<file path="config.mk">
export PLATFORM = sky130hd
export DESIGN_NAME = unsigned_div_core
export DESIGN_NICKNAME = d
export VERILOG_FILES = /design/src/rtl/unsigned_div_core_pkg.sv /design/src/rtl/unsigned_div_core_step.sv /design/src/rtl/unsigned_div_core.sv
export SDC_FILE = /design/constraint.sdc
export NUM_CORES = 1
export LEC_CHECK = 0
export ABC_AREA = 1
export CAP_MARGIN = 20
export CELL_PAD_IN_SITES_DETAIL_PLACEMENT = 1
export CELL_PAD_IN_SITES_GLOBAL_PLACEMENT = 1
export CORE_MARGIN = 8
export CORE_UTILIZATION = 25
export CTS_BUF_LIST = sky130_fd_sc_hd__clkbuf_4
export DETAILED_ROUTE_END_ITERATION = 7
export PLACE_DENSITY_LB_ADDON = 0.1
export SLEW_MARGIN = 25
export SYNTH_ARGS = -nofsm -noshare
export SYNTH_HDL_FRONTEND = slang
export SYNTH_SLANG_ARGS = --single-unit
</file>
<file path="constraint.sdc">
create_clock -name clk -period 2.62 [get_ports clk]
set_clock_uncertainty 0.15 [all_clocks]
set_input_delay 0.524 -clock clk [delete_from_list [all_inputs] [get_ports clk]]
set_output_delay 0.524 -clock clk [all_outputs]
set_load 0.02 [all_outputs]
</file>
<file path="src/rtl/unsigned_div_core_pkg.sv">
// unsigned_div_core_pkg: shared state encoding and default sizes for the iterative divider
package unsigned_div_core_pkg;
  typedef enum logic [1:0] {
    S_IDLE = 2'd0,
    S_RUN  = 2'd1,
    S_DONE = 2'd2
  } state_e;
  localparam int DEF_WIDTH = 32;
  localparam int DEF_CNT_W = 6;
endpackage

</file>
<file path="src/rtl/unsigned_div_core_step.sv">
// unsigned_div_core_step: one restoring shift-subtract iteration
module unsigned_div_core_step #(
  parameter int WIDTH = 32
) (
  input  logic [WIDTH-1:0] r_i,
  input  logic             q_msb_i,
  input  logic [WIDTH-1:0] d_i,
  output logic [WIDTH-1:0] r_o,
  output logic             q_bit_o
);
  logic [WIDTH:0] shifted;
  logic [WIDTH:0] diff;
  always_comb begin
    shifted = {r_i, q_msb_i};
    diff    = shifted - {1'b0, d_i};
    q_bit_o = ~diff[WIDTH];
    r_o     = q_bit_o ? diff[WIDTH-1:0] : shifted[WIDTH-1:0];
  end
endmodule

</file>
<file path="src/rtl/unsigned_div_core.sv">
// unsigned_div_core: iterative restoring unsigned divider, one quotient bit per clock
module unsigned_div_core
  import unsigned_div_core_pkg::*;
#(
  parameter int WIDTH = DEF_WIDTH,
  parameter int CNT_W = DEF_CNT_W
) (
  input  logic             clk,
  input  logic             rst_n,
  input  logic             start,
  input  logic [WIDTH-1:0] dividend_in,
  input  logic [WIDTH-1:0] divisor_in,
  output logic             ready,
  output logic             busy,
  output logic             done,
  output logic [WIDTH-1:0] quotient,
  output logic [WIDTH-1:0] remainder,
  output logic             div_zero
);
  state_e           state_q, state_d;
  logic [WIDTH-1:0] d_q, q_q, r_q, r_nxt;
  logic [CNT_W-1:0] cnt_q;
  logic             div_zero_q, q_bit, accept, last;
  always_ff @(posedge clk or negedge rst_n) begin
    if (!rst_n) state_q <= S_IDLE;
    else state_q <= state_d;
  end
  assign last = cnt_q == CNT_W'(WIDTH - 1);
  // The unreachable encoding 2'd3 falls into the default arm and behaves as IDLE.
  always_comb begin
    state_d = S_IDLE;
    case (state_q)
      S_RUN:   state_d = last ? S_DONE : S_RUN;
      S_DONE:  state_d = S_IDLE;
      default: state_d = start ? ((divisor_in == '0) ? S_DONE : S_RUN) : S_IDLE;
    endcase
  end
  always_comb begin
    busy      = (state_q == S_RUN) || (state_q == S_DONE);
    ready     = !busy;
    done      = state_q == S_DONE;
    accept    = ready && start;
    quotient  = q_q;
    remainder = r_q;
    div_zero  = div_zero_q;
  end
  unsigned_div_core_step #(.WIDTH(WIDTH)) u_step (
    .r_i    (r_q),
    .q_msb_i(q_q[WIDTH-1]),
    .d_i    (d_q),
    .r_o    (r_nxt),
    .q_bit_o(q_bit)
  );
  // A zero divisor loads the final result directly on the accepting edge.
  always_ff @(posedge clk or negedge rst_n) begin
    if (!rst_n) begin
      d_q        <= '0;
      q_q        <= '0;
      r_q        <= '0;
      cnt_q      <= '0;
      div_zero_q <= 1'b0;
    end else if (accept) begin
      d_q        <= divisor_in;
      cnt_q      <= '0;
      div_zero_q <= divisor_in == '0;
      q_q        <= (divisor_in == '0) ? '1 : dividend_in;
      r_q        <= (divisor_in == '0) ? dividend_in : '0;
    end else if (state_q == S_RUN) begin
      r_q   <= r_nxt;
      q_q   <= {q_q[WIDTH-2:0], q_bit};
      cnt_q <= cnt_q + CNT_W'(1);
    end
  end
endmodule
</file>
# [Word level (Yosys, flattened, before mapping)]
# Index checks and enable logic that the tools add are counted.
[op_classes] addsub=2 mul=0 div=0 magnitude_cmp=0 eq_ne=3 shift=0 muxes=13 n_bitwise=1 reduce_logical=5
[op_table] operator="$mux 32" count=7
[op_table] operator="$sub 33x32->33" count=1
[op_table] operator="$logic_not 32->1" count=1
[op_table] operator="$mux 6" count=2
[op_table] operator="$add 6x1->6 const B" count=1
[op_table] operator="$eq 6x5->1 const B" count=1
[op_table] operator="$mux 2" count=3
[op_table] operator="$pmux 2 s2" count=1
[op_table] operator="$eq 2x1->1 const B" count=1
[op_table] operator="$eq 2x2->1 const B" count=1
[op_table] operator="$reduce_bool 2->1" count=1
[op_table] operator="$logic_and 1x1->1" count=1
[op_table] operator="$logic_not 1->1" count=1
[op_table] operator="$logic_or 1x1->1" count=1
[op_table] operator="$not 1->1" count=1
[word_totals] regBits=105 latch_bits=0 ramBits=0 rom_bits=0 input_bits=67 out_inout_bits=68 word_cells=30 memories=0

# [Logic depth before layout (Yosys ltp)]
# Gate-level depths: netlist of the first run.
[depth] ltp_word=5 mapped_depth=19 ltp_nobuf=18

# [Hierarchy]
# Synthesis of the first run repeated with hierarchy kept, for this count alone.
[unflattened] hier_cells=1355 hier_area_um2=8328.0
[by_module_without_submodules] mod="unsigned_div_core" instances=1 cells_per_inst=674 area_per_inst_um2=5077.4 seq_area_each_um2=2627.5
[by_module_without_submodules] mod="unsigned_div_core_step" instances=1 cells_per_inst=681 area_per_inst_um2=3250.6 seq_area_each_um2=0.0

# [Worst setup path before layout of the first run]
# OpenSTA, ideal clock, no wires.
[synth_timing] kind="register to register" from="register r_q[0], in the netlist remainder[0]" to="register r_q[28], in the netlist remainder[28]" setup_time_ps=73 arrival_time_ps=2165 required_ps=2397 setup_slack_ps=232 path_stages_with_launch=19 n_path_buf=1 period_less_slack_ps=2388 path_cell_list="dfrtp_1 inv_1 fa_1 inv_1 nand2_1 nand2_1 nand3_1 nand2_2 nand2_2 nand2_2 nand2_2 nand2_2 nand2_2 nand2_4 buf_6 nand2_1 nand2_1 nand2_1 a21oi_2"
[synth_between] elab_chain_len=4
[synth_lines] element="start, declared" line_no="unsigned_div_core.sv:21" text="logic [WIDTH-1:0] d_q, q_q, r_q, r_nxt;"
[synth_lines] element="start signal, assigned" line_no="unsigned_div_core.sv:67" text="r_q <= (divisor_in == '0) ? dividend_in : '0;"
[synth_lines] element="start signal, assigned" line_no="unsigned_div_core.sv:69" text="r_q <= r_nxt;"
[synth_lines] element="$sub 33x32->33" line_no="unsigned_div_core_step.sv:15" text="diff = shifted - {1'b0, d_i};"
[synth_lines] element="$mux 32" line_no="unsigned_div_core_step.sv:17" text="r_o = q_bit_o ? diff[WIDTH-1:0] : shifted[WIDTH-1:0];"
[synth_lines] element="$mux 32" line_no="unsigned_div_core.sv:68" text="end else if (state_q == S_RUN) begin"
[synth_lines] element="$mux 32" line_no="unsigned_div_core.sv:62" text="end else if (accept) begin"
# Every way passes these cells. The select of a mux whose other input is x is not followed.
# A chain may end at the register's enable or synchronous reset.

# [Final worst setup path of the first run]
[layout_timing] from="register d_q[0]" to="register r_q[29], in the netlist remainder[29]"
[layout_between] elab_chain_len=4
[layout_lines] element="start, declared" line_no="unsigned_div_core.sv:21"
[layout_lines] element="start signal, assigned" line_no="unsigned_div_core.sv:63" text="d_q <= divisor_in;"
[layout_lines] element="$sub 33x32->33" line_no="unsigned_div_core_step.sv:15"
[layout_lines] element="$mux 32" line_no="unsigned_div_core_step.sv:17"
[layout_lines] element="$mux 32" line_no="unsigned_div_core.sv:68"
[layout_lines] element="$mux 32" line_no="unsigned_div_core.sv:62"
# Every way passes these cells. The select of a mux whose other input is x is not followed.

==> results of run 1 <==
[metal layers]
| metal | vias to the layer above | global-route usage [%] |
|---|---|---|
| li1 | 4259 | - |
| met1 | 3990 | 24.24 |
| met2 | 93 | 27.73 |
| met3 | 13 | 2.881 |
| met4 | 0 | 2.651 |
| met5 | - | 0 |
[metrics by stage]
step	area (um2)	setup TNS, ps	std cells	utilization, %	worst slack, ps
after floorplan	7898	0	1257	-	231.9
after global placement	10400	-33360	1846	33.20	-570.2
after detailed placement	10400	-35250	1846	33.20	-618.2
after CTS	10580	0	1866	33.78	30.03
after global routing	10970	-254.8	1873	35.03	-57.49
final	10970	0	1873	35.03	85.05
[kinds of logic after synthesis]
| family | after synthesis |
|---|---|
| AO/OA/AOI/OAI | 190 |
| XOR/XNOR | 15 |
| adder cells (fa/ha/maj) | 36 |
| buffers and inverters | 312 |
| flip-flops | 105 |
| AND/OR/NAND/NOR | 599 |
[state kept, by name, indices dropped and copies added, names as in the netlist]
signal and cells:
cnt_q 6, d_q 32, div_zero 1, quotient 32, remainder 32, state_q 2
[layout by cell type (no fill, tap or decap), drive strengths merged]
cell / count
a21o: 1
a21oi: 54
and2: 2
and3: 2
buf: 107
clkbuf: 9
clkdlybuf4s50: 130
clkinv: 3
dfrtp: 105
diode: 1
dlygate4sd2: 2
dlygate4sd3: 1
fa: 1
ha: 35
inv: 273
nand2: 403
nand3: 85
nand3b: 5
nand4: 8
nor2: 80
nor3: 6
nor4: 8
o211ai: 1
o21ai: 131
o21bai: 1
o22ai: 1
o31ai: 1
xor2: 15
[cells in the mapped netlist, types with 3 or more instances]
master / number / area (um2)
nor3_1: 5 / 25.02
nand4_1: 8 / 50.05
xor2_1: 15 / 131.4
ha_1: 35 / 437.9
a21oi_1: 49 / 245.2
inv_1: 268 / 1006
nor4_1: 8 / 50.05
nand2_1: 393 / 1475
buf_6: 5 / 56.30
dfrtp_1: 105 / 2628
clkbuf_1: 26 / 97.59
o21ai_0: 130 / 650.6
nand3b_1: 5 / 37.54
buf_2: 7 / 35.03
buf_4: 3 / 22.52
nor2_1: 80 / 300.3
a21oi_2: 5 / 43.79
nand3_1: 85 / 425.4
nand2_2: 8 / 50.05
[critical path, delay by kind of cell (launching register included)]
kind                       cells  cell delay [ps]
adders and majority gates      2              550
DFF                            1              450
and+or+nand+nor               13              920
buffers and inverters          3              290
AOI/OAI and AO/OA              1              120
[worst max path at each step]
stage | startpoint | to | slack (ps)
floorplan | remainder[0] | remainder[28] | 230
global placement | divisor_in[0] | quotient[0] | -570
detailed placement | divisor_in[0] | quotient[0] | -620
CTS | d_q[0] | remainder[31] | 30
global route | d_q[0] | remainder[29] | -60
finish | d_q[0] | remainder[29] | 90
[cell type report]
type	instances	share of cell area [%]
clock inverters	7	0.6730
flip-flops and latches	105	23.99
clock buffers	9	0.6159
diodes	1	0.02281
multi-input cells	840	40.15
repair buffers	240	20.76
inverters	269	9.205
well taps	402	4.585
[repair_timing]
item,in CTS,in global routing
pin swaps,2,10
hold buffers,1,0
setup buffers,3,6
gates resized for setup,6,72
endpoints found under the setup margin,36,33
endpoints found under the hold margin,75,0
==> results.toml, run 1 <==
[status]
status = "complete, no violations"

[logic_synthesis]
synth_seq_cells = 105
ys_seq_area_share_pct = 33.27
synth_compound_area_share_pct = 12.42
syn_area_mm2 = 0.007898
synthArstFlopShare_pct = 100.0
avgSynthCellArea_um2 = 6.283
synth-edff-count = 0
synth.area.mux_share_pct = 0
synthSimpleGateAreaFrac_pct = 31.29
ys.flop_type = "dfrtp_1"
synthAdderAreaFrac_pct = 5.798
yosys_warnings = 0
netlist_instances = 1257
synth_cell_types = 32
synth_xor_area_share_pct = 1.663
synth_top_family_by_area = "simple AND/OR/NAND/NOR gates"
syn-num-nets = 1360

[timing]
hold_violations = 0
rsz0062_at_grt = "yes"
fin_crit_sh_pct = 96.75
drv_slew = 0
finalSetupViolCount = 0
worstMarginPinSlew_ps = 583.0
timing.fmax_mhz = 394.5
hold_slack_ps = 176.4
finalCriticalPeriod_ps = 2535
slew_headroom_pct = 60.77

[worst_setup_path]
path_class = "reg2reg"
rrSetupSlack_ps = 90
r2r_start = "d_q[0]"
cp_slowest_cell = "dfrtp_1"
r2r_end = "remainder[29]"
r2r_cells = 19
max_stage_delay_ps = 450
end_kind = "flop"
cp_common_cell = "nand2_4"
critPathArrivalTime_ps = 2840
crit_required_ps = 2920
crit_path_cell_trace = "ha_4 > fa_2 > inv_2 > nand2_2 > nand2_4 > nand3_4 > nand2_4 > nand2_4 > nand2_4 > nand2_4 > nand2_4 > nand2_4 > nand2_4 > buf_12 > buf_8 > nand2_2 > nand2_2 > nand2_2 > a21oi_2"
startpoint_type = "flop"
crit_fanout = 6

[placement]
io_buffer_count = 134
place.gp.congestion = 0.8446
hpwl_um = 26040

[clock_tree]
cts_buffers = 9
clock_sinks = 105
cts_max_level = 3
clock_latency_ps = 530
clockBufferDepth = 2
cts_tree = "done"
root_buffer = "clkbuf_4"
clkTransAtPathRegs_ps = 230

[layout]
drive_gt1_share_pct = 13.67
register_area_mm2 = 0.002631
nets = 1568
multiInputGateArea_mm2 = 0.004404
fill_cells = 3984
area_delta_synth_final_pct = 38.89

[floorplanning]
rows = 65
dieArea_mm2 = 0.03753
die_x_um = 193.7
io-pin-count = 135
initial_utilization_pct = 25.22
die_h_um = 193.7
core_area_mm2 = 0.03131

[grt]
antenna_found_initial = 1
track_usage_pct = 17.23
grt_max_degree = 88
grt-ovfl-total = 0
grt_first_pass_wirelength_um = 51410
grt_pass1_vias = 8878

[route]
routedWlPerCell_um = 17.43
drc = 0
ant_nets = 0
drt-total-wl_um = 32640
viasPerCell = 4.461
drt_iter0_markers = 302
top_layer = "met4"
vias = 8355
met2_length_um = 14630
wirelength_met1_um = 16610
wl_met3_um = 1153
firstDrtPassIters = 4

[hold_path]
hp-class = "in2async"

[run]
cap_violations = 0
Power of run 1 is left out: the tool's default activity adds up to more than one toggle a clock period on the data nets, which glitch-free logic cannot reach.
==> run 2: changes to the inputs <==
--- a/config.mk
+++ b/config.mk
@@ -13,7 +13,7 @@
 export CORE_UTILIZATION = 25
 export CTS_BUF_LIST = sky130_fd_sc_hd__clkbuf_4
 export DETAILED_ROUTE_END_ITERATION = 7
-export PLACE_DENSITY_LB_ADDON = 0.1
+export PLACE_DENSITY = 0.7
 export SLEW_MARGIN = 25
 export SYNTH_ARGS = -nofsm -noshare
 export SYNTH_HDL_FRONTEND = slang
==> results.toml, run 2 (synthesized netlist as in run 1, its figures left out) <==
[worst_setup_path]
path_class = "reg2reg"
r2r_end = "remainder[13]"
critPathArrivalTime_ps = 2840
crit_path_end = "remainder[13]"
cp_slowest_cell = "dfrtp_1"
r2r_cells = 17
crit_start = "quotient[31]"
r2r_start = "quotient[31]"
end_kind = "flop"
crit_required_ps = 2890
crit_fanout = 22
crit_path_cell_trace = "inv_2 > ha_4 > fa_2 > inv_2 > nand2_2 > nand2_4 > nand3_2 > nand2_2 > nand2_2 > nand2_4 > nand2_4 > nand3_1 > nand2_4 > buf_12 > nand2_1 > nand3_1 > a21oi_1"
startpoint_type = "flop"
rrSetupSlack_ps = 50
cp_common_cell = "nand2_4"
crit_family = "simple AND/OR/NAND/NOR gates"
path_depth = 17
crit_buf_inv = 3
max_stage_delay_ps = 410

[floorplanning]
core_area_mm2 = 0.03131
io-pin-count = 135
dieArea_mm2 = 0.03753
die_x_um = 193.7
initial_utilization_pct = 25.22
die_h_um = 193.7
rows = 65

[clock_tree]
clock_latency_ps = 520
cts_tree = "done"
clock_sinks = 105
cts_buffers = 9
cts_max_level = 3
clockBufferDepth = 2
clkTransAtPathRegs_ps = 210
root_buffer = "clkbuf_4"

[grt]
grt_use_met2_pct = 28.34
antenna_found_initial = 1
grt_max_degree = 98
grt_pass1_vias = 9018
grt-busiest-layer = "met2"
track_usage_pct = 16.23
grt-ovfl-total = 0
grt_first_pass_wirelength_um = 49260
met3_usage_pct = 2.447
use_met1_pct = 20.74

[timing]
timing.fmax_mhz = 389.8
hold_violations = 0
worstMarginPinSlew_ps = 481.3
slew_headroom_pct = 67.62
drv_slew = 0
hold_slack_ps = 293.3
finalCriticalPeriod_ps = 2565
fin_crit_sh_pct = 97.91
finalSetupViolCount = 0
rsz0062_at_grt = "yes"
fin_ws_ps = 54.83

[layout]
design_area_mm2 = 0.01089
final_cell_mix = "368 x nand2_1, 264 x inv_1, 131 x clkdlybuf4s50_1"
layout_commonest_cell = "nand2_1"
fill_cells = 3924
nets = 1567
area_delta_synth_final_pct = 37.86
drive_gt1_share_pct = 13.61
instances_no_fill = 1872

[route]
firstDrtPassIters = 4
drt_iter0_markers = 342
drc = 0
ant_nets = 0
viasPerCell = 4.546
drt-total-wl_um = 31220
routedWlPerCell_um = 16.68
vias = 8510

[placement]
hpwl_um = 25020
io_buffer_count = 134
placed_area_mm2 = 0.01034
place_ws_ps = -541.1
place.gp.congestion = 0.8563
dp_cells = 1845

[status]
status = "complete, no violations"

[run]
cap_violations = 0

[hold_path]
hp-class = "in2async"
## run 2: cell types whose count changed in the layout (fill, tap and decap cells not counted), sizes merged
cell / previous run / this run
clkbuf: 9 / 13
inv: 273 / 271
clkinvlp: 0 / 2
bufinv: 0 / 1
clkdlybuf4s50: 130 / 131
clkinv: 3 / 1
buf: 107 / 102
## run 2: worst min path at each step
stage | start | end
final | rst_n | remainder[11]
after detailed placement | d_q[0] | d_q[0]
after global routing | rst_n | quotient[6]
after floorplan | rst_n | cnt_q[0]
after CTS | rst_n | remainder[11]
after global placement | d_q[0] | d_q[0]
## run 2: what timing repair did
action / in CTS / in global routing
buffers inserted: 1 / 5
hold buffers: 1 / 0
resized for setup: 7 / 67
gates cloned: 0 / 3
setup endpoints to repair: 35 / 33
pin swaps: 0 / 14
endpoints found under the hold margin: 23 / 0
## run 2: layout make-up
type / instances / area [um2] / area share (%)
repair buffers: 239 / 2280 / 20.94
well taps: 402 / 503.0 / 4.620
diodes: 1 / 2.502 / 0.02298
clock inverters: 6 / 76.32 / 0.7010
multi-input cells: 840 / 4309 / 39.58
inverters: 269 / 1010 / 9.274
clock buffers: 10 / 75.07 / 0.6895
flip-flops and latches: 105 / 2633 / 24.18
## run 2: stage by stage
step | utilization, % | TNS (ps)
after floorplan | - | 0
after global placement | 33.04 | -30960
after detailed placement | 33.04 | -31310
after CTS | 33.61 | 0
after global routing | 34.77 | -1144
final | 34.77 | 0
## run 2: routing by layer
| layer | routed length, um | part of all wire, % |
|---|---|---|
| met1 | 14500 | 46 |
| met3 | 876 | 2.8 |
| met2 | 15380 | 49 |
| met4 | 456 | 1.5 |
| met5 | 0 | 0 |
## run 2: worst register-to-register path, stage by stage, from the launching register on
cell	delay, ps
dfrtp_1	410
inv_2	60
ha_4	160
fa_2	410
inv_2	60
nand2_2	50
nand2_4	90
nand3_2	70
nand2_2	80
nand2_2	60
nand2_4	100
nand2_4	80
nand3_1	130
nand2_4	100
buf_12	170
nand2_1	80
nand3_1	60
a21oi_1	150
Power of run 2 is left out for the same reason.
